==> config.mk <==
export PLATFORM = sky130hd
export DESIGN_NAME = ofdm_rx_framer
export DESIGN_NICKNAME = d
export VERILOG_FILES = /design/src/rtl/ofdm_rx_framer.sv
export SDC_FILE = /design/constraint.sdc
export NUM_CORES = 1
export LEC_CHECK = 0
export BUFFER_PORTS_ARGS = -buffer_cell sky130_fd_sc_hd__clkbuf_2
export CAP_MARGIN = 20
export CORE_AREA = 2 2 181 183
export DETAILED_ROUTE_END_ITERATION = 7
export DIE_AREA = 0 0 183 185
export HOLD_SLACK_MARGIN = 0.1
export PLACE_DENSITY = 0.54
export SYNTH_ARGS = -nofsm -noshare
export SYNTH_HDL_FRONTEND = slang
export SYNTH_SLANG_ARGS = --single-unit
==> constraint.sdc <==
create_clock -name aclk -period 8.7 [get_ports aclk]
set_input_delay 0.435 -clock aclk [delete_from_list [all_inputs] [get_ports aclk]]
set_output_delay 0.435 -clock aclk [all_outputs]
set_load 0.05 [all_outputs]
==> src/rtl/ofdm_rx_framer.sv <==
// ofdm_rx_framer
//   Receive-side front end of the N-point 16-QAM OFDM chain. It takes
//   offset-binary ADC samples and converts them to signed complex words
//   (imaginary part zero). It aligns the samples to symbol boundaries on
//   frame_start and buffers them in a first-word-fall-through FIFO that
//   feeds the forward xfft core over AXI-Stream. The FFT forward-transform
//   config word is issued once after every reset.
// Ports
//   aclk, aresetn          clock, synchronous active-low reset
//   adc_sample/adc_valid   offset-binary sample and its strobe (no backpressure)
//   frame_start            marks adc_sample as index 0 of a symbol
//   m_axis_config_*        one-shot FFT config word channel
//   m_axis_data_*          {real, imag} sample stream, tlast on index NFFT-1
//   overflow               sticky flag: a sample was dropped on a full FIFO
//   symbol_count           number of tlast beats accepted by the FFT (wraps)
module ofdm_rx_framer #(
  parameter int          NFFT     = 8,
  parameter int          FIFO_AW  = 4,
  parameter logic [23:0] CFG_WORD = 24'h140004,
  parameter int          FWD_BIT  = 8
) (
  input  logic        aclk,
  input  logic        aresetn,
  input  logic [15:0] adc_sample,
  input  logic        adc_valid,
  input  logic        frame_start,
  output logic [23:0] m_axis_config_tdata,
  output logic        m_axis_config_tvalid,
  input  logic        m_axis_config_tready,
  output logic [31:0] m_axis_data_tdata,
  output logic        m_axis_data_tvalid,
  output logic        m_axis_data_tlast,
  input  logic        m_axis_data_tready,
  output logic        overflow,
  output logic [15:0] symbol_count
);

  localparam int                 IW       = $clog2(NFFT);
  localparam int                 DEPTH    = 2 ** FIFO_AW;
  localparam logic [IW-1:0]      LAST_IDX = IW'(NFFT - 1);
  localparam logic [FIFO_AW:0]   FULL_CNT = (FIFO_AW + 1)'(DEPTH);

  typedef enum logic [1:0] {
    ST_CFG    = 2'd0,
    ST_ALIGN  = 2'd1,
    ST_STREAM = 2'd2
  } state_e;

  state_e             state_r, state_nxt_s;
  logic [32:0]        mem_r [DEPTH];
  logic [FIFO_AW-1:0] wr_ptr_r, rd_ptr_r;
  logic [FIFO_AW:0]   count_r;
  logic [IW-1:0]      idx_r, wr_idx_s;
  logic               overflow_r;
  logic [15:0]        symbol_count_r;
  logic               accept_s, push_s, pop_s, drop_s, full_s, data_valid_s;
  logic [32:0]        wr_word_s, head_s;

  assign data_valid_s = (count_r != {(FIFO_AW + 1){1'b0}});
  assign full_s       = (count_r == FULL_CNT);
  assign pop_s        = data_valid_s & m_axis_data_tready;
  // A full FIFO can still take a sample when the head leaves in the same cycle.
  assign push_s       = accept_s & (~full_s | pop_s);
  assign drop_s       = accept_s & full_s & ~pop_s;
  // Offset binary to two's complement: flipping the MSB subtracts 0x8000.
  assign wr_word_s    = {(wr_idx_s == LAST_IDX), adc_sample ^ 16'h8000, 16'h0000};
  assign head_s       = mem_r[rd_ptr_r];

  assign m_axis_config_tdata  = CFG_WORD | (24'd1 << FWD_BIT);
  assign m_axis_config_tvalid = (state_r == ST_CFG);
  assign m_axis_data_tdata    = head_s[31:0];
  assign m_axis_data_tvalid   = data_valid_s;
  assign m_axis_data_tlast    = data_valid_s & head_s[32];
  assign overflow             = overflow_r;
  assign symbol_count         = symbol_count_r;

  // Next-state and write-acceptance decode for the CFG -> ALIGN -> STREAM sequence.
  always_comb begin
    state_nxt_s = state_r;
    accept_s    = 1'b0;
    wr_idx_s    = idx_r;
    case (state_r)
      ST_CFG: begin
        if (m_axis_config_tready) begin
          state_nxt_s = ST_ALIGN;
        end else begin
          state_nxt_s = ST_CFG;
        end
      end
      ST_ALIGN: begin
        if (adc_valid && frame_start) begin
          accept_s    = 1'b1;
          wr_idx_s    = {IW{1'b0}};
          state_nxt_s = ST_STREAM;
        end else begin
          state_nxt_s = ST_ALIGN;
        end
      end
      ST_STREAM: begin
        accept_s = adc_valid;
      end
      default: begin
        state_nxt_s = ST_CFG;
      end
    endcase
  end

  // State register.
  always_ff @(posedge aclk) begin
    if (!aresetn) begin
      state_r <= ST_CFG;
    end else begin
      state_r <= state_nxt_s;
    end
  end

  // FIFO pointers, occupancy and symbol index; a dropped sample leaves the index unchanged.
  always_ff @(posedge aclk) begin
    if (!aresetn) begin
      wr_ptr_r <= {FIFO_AW{1'b0}};
      rd_ptr_r <= {FIFO_AW{1'b0}};
      count_r  <= {(FIFO_AW + 1){1'b0}};
      idx_r    <= {IW{1'b0}};
    end else begin
      if (push_s) begin
        wr_ptr_r <= wr_ptr_r + 1'b1;
        idx_r    <= wr_idx_s + 1'b1;
      end
      if (pop_s) begin
        rd_ptr_r <= rd_ptr_r + 1'b1;
      end
      case ({push_s, pop_s})
        2'b10:   count_r <= count_r + 1'b1;
        2'b01:   count_r <= count_r - 1'b1;
        default: count_r <= count_r;
      endcase
    end
  end

  // FIFO storage, {tlast, tdata} per entry.
  always_ff @(posedge aclk) begin
    if (aresetn && push_s) begin
      mem_r[wr_ptr_r] <= wr_word_s;
    end
  end

  // Sticky overflow flag and count of completed symbols.
  always_ff @(posedge aclk) begin
    if (!aresetn) begin
      overflow_r     <= 1'b0;
      symbol_count_r <= 16'd0;
    end else begin
      if (drop_s) begin
        overflow_r <= 1'b1;
      end
      if (pop_s && head_s[32]) begin
        symbol_count_r <= symbol_count_r + 16'd1;
      end
    end
  end

endmodule

==> flow_summary_export.csv <==
group,metric,value,unit
floorplan,fp.coreArea,32000,um2
sta,relSlewSlack,0.278,
placed_design,place_congestion,0.789,
grt,grt_pass1_wl,40300,um
sta,hold_viol,0,
worst_setup_path,end_kind,"primary output",
worst_setup_path,r2r_cells,8,
cells_and_area,seqCellArea,8950,um2
sta,tns,0,ns
worst_setup_path,start_kind,"register",
synth,synth_top_area_frac,0.648,
sta,fmax,255,MHz
synth,synth_area_per_cell,18.4,um2
power_and_ir_drop,leakage,4.71,nW
job,max_cap_viol_count,0,
worst_hold_path,hold_class,"primary input to register",
placed_design,dp_slack,5.20,ns
power_and_ir_drop,peakVddDrop,127,uV
sta,fin_skew,0.0127,ns
cts,hold_buffers,0,
placed_design,io_buffers,57,
cts,tritoncts,"yes",
cts,insertion_delay,0.50,ns
synth,synth-main-ff-cell,"edfxtp_1",
synth,syn_area,12600,um2
routing,wire_per_inst,22.5,um
worst_setup_path,path_class,"register to primary output",
cells_and_area,final_area,14500,um2
worst_setup_path,required,8.27,ns
sta,tightestPinTransition,1.08,ns
grt,grt_usage,0.161,
sta,rsz0062_at_grt,"no",
cts,htree_levels,2,
sta,finalCriticalPeriod,3.92,ns
routing,drt-pass1-iter-count,5,
sta,fin_crit_sh,0.451,
routing,avgViaCountPerCell,5.28,
synth,ys_top_cells_by_area,"edfxtp_1 65%, mux4_2 14%, dfxtp_1 6.2%",
worst_setup_path,cp.arrival,3.48,ns
grt,grt_max_degree,70,
worst_setup_path,r2r_end,"mem_r[8][11]",
synth,synth.distinct_cells,48,
worst_setup_path,crit_end,"m_axis_data_tdata[17]",
cts,clkTransAtPathRegs,0.06,ns
cts,cts_setup_buffers,0,
synth,synthArstFlopShare,0,
routing,totalWireLength,26900,um
floorplan,floorplan.io_pins,98,
power_and_ir_drop,power_density,256,nW/um2
placed_design,dpl_cell_area,13400,um2
outcome,status,"completed",
floorplan,die_width,183,um
cells_and_area,multi_input_area,3380,um2
cells_and_area,nets,801,
floorplan,initial_core_util,0.393,
cts,cts_root_buffer,"clkbuf_16",
floorplan,die_h,185,um
routing,ant_nets,0,
synth,ys_seq_elements,311,
floorplan,rows,66,
synth,synth_top_cell_by_area,"edfxtp_1",
sta,hold_ws,0.336,ns
worst_setup_path,r2r-start,"state_r[1]",
cts,ctsLongestPathBuffers,3,
cells_and_area,n_antenna_cell,0,
cts,cts_buffers,34,
synth,synthCells,683,
grt,antenna_found_initial,0,
grt,grt_pass1_vias,6451,
floorplan,die_area,33900,um2
cts,clock-sinks,311,
synth,synth_edf_count,272,
cells_and_area,drive_above_1_share,0.288,
worst_setup_path,r2r_slack,5.27,ns
worst_setup_path,crit_path_max_fanout,42,
routing,drc_errors,0,
grt,gr-total-overflow,0,
routing,drtIter0Drc,491,
power_and_ir_drop,finalPower,3.72,mW
placed_design,dp_hpwl,16200,um
routing,vias,6317,
synth,ys_seq_area_frac,0.710,
cts,cts_resized,0,
synth,ys_warn_count,0,
sta,timing.final.ws_setup,4.78,ns
sta,setup_viol,0,
cells_and_area,fillers,2719,
cells_and_area,synthToLayoutAreaGrowth,15.2,%
sta,maxSlewViolCount,0,
## layout by cell type (no fill, tap or decap), types with 13 or more instances in the layout
master	count
edfxtp_1	272
mux4_2	80
clkbuf_2	57
conb_1	40
dfxtp_1	37
clkbuf_16	35
nand2_1	32
mux2i_1	25
nor2_1	21
a21oi_1	18
nor2_2	16
nand2b_1	14
nand3_1	13
## cell families after synthesis
logic type | Yosys count | share of synthesized area
AO/OA/AOI/OAI | 37 | 0.0196
flip-flops | 311 | 0.710
adder cells (fa/ha/maj) | 12 | 0.0119
other | 2 | 0.000596
AND/OR/NAND/NOR | 130 | 0.0511
multiplexers | 106 | 0.164
buffers and inverters | 75 | 0.0358
XOR/XNOR | 10 | 0.00695
## sequential cells by signal (all words and copies together), names as in the netlist, named ones only
signal and flops:
mem_r 272, symbol_count 16, count_r 5, rd_ptr_r 4, wr_ptr_r 4, idx_r 3
state_r 2, overflow 1
## routing by layer
| metal | share of wire | global-route usage |
|---|---|---|
| met5 | 0 | 0 |
| met4 | 0.017 | 0.0445 |
| met3 | 0.045 | 0.0273 |
| met2 | 0.49 | 0.264 |
| met1 | 0.44 | 0.225 |
## worst min-delay path by stage
stage / start / endpoint / slack, ns / depth (start not counted)
finish: m_axis_config_tready / state_r[0] / 0.34 / 3
global route: adc_sample[13] / mem_r[14][13] / 0.35 / 1
CTS: m_axis_config_tready / state_r[0] / 0.30 / 3
detailed placement: overflow / overflow / 0.46 / 2
global placement: symbol_count[15] / symbol_count[15] / 0.46 / 2
floorplan: idx_r[1] / idx_r[1] / 0.45 / 2
## cell usage after synthesis, drive strengths merged, types with 3 or more instances
cell,number
nand2b,14
edfxtp,272
nand2,32
xnor2,6
inv,8
and2,3
mux4,80
buf,59
and4,3
clkbuf,8
ha,12
a211oi,4
mux2i,25
xor2,4
nor2,37
a21oi,18
a21boi,3
a31oi,3
nand4,6
nor3,8
nand3,13
dfxtp,39
## cell type report
| type | instances | share of cell area |
|---|---|---|
| Tap cell | 408 | 0.0352 |
| Sequential cell | 311 | 0.617 |
| Inverter | 8 | 0.00207 |
| Multi-Input combinational cell | 335 | 0.233 |
| Clock buffer | 41 | 0.0619 |
| Timing Repair Buffer | 77 | 0.0376 |
| Clock inverter | 17 | 0.0131 |
## per-stage QoR
stage | cells | util
after CTS | 1197 | 0.453
after global placement | 1131 | 0.414
after detailed placement | 1139 | 0.419
after floorplan | 721 | -
after global routing | 1197 | 0.453
final | 1197 | 0.453
## critical path: stages (launching register included)
cell and delay [ns]:
dfxtp_4 0.75, buf_4 0.75, mux4_2 0.60, mux4_2 0.52, clkbuf_2 0.26
## report_power, final
group          leakage (nW)  switching [mW]  internal [mW]  total, mW
clock                 0.535           0.562          0.855       1.42
combinational          1.39           0.372          0.247      0.619
sequential             2.78          0.0421           1.64       1.68
total                  4.71           0.977           2.74       3.72
(Power assumes the default switching activity.)
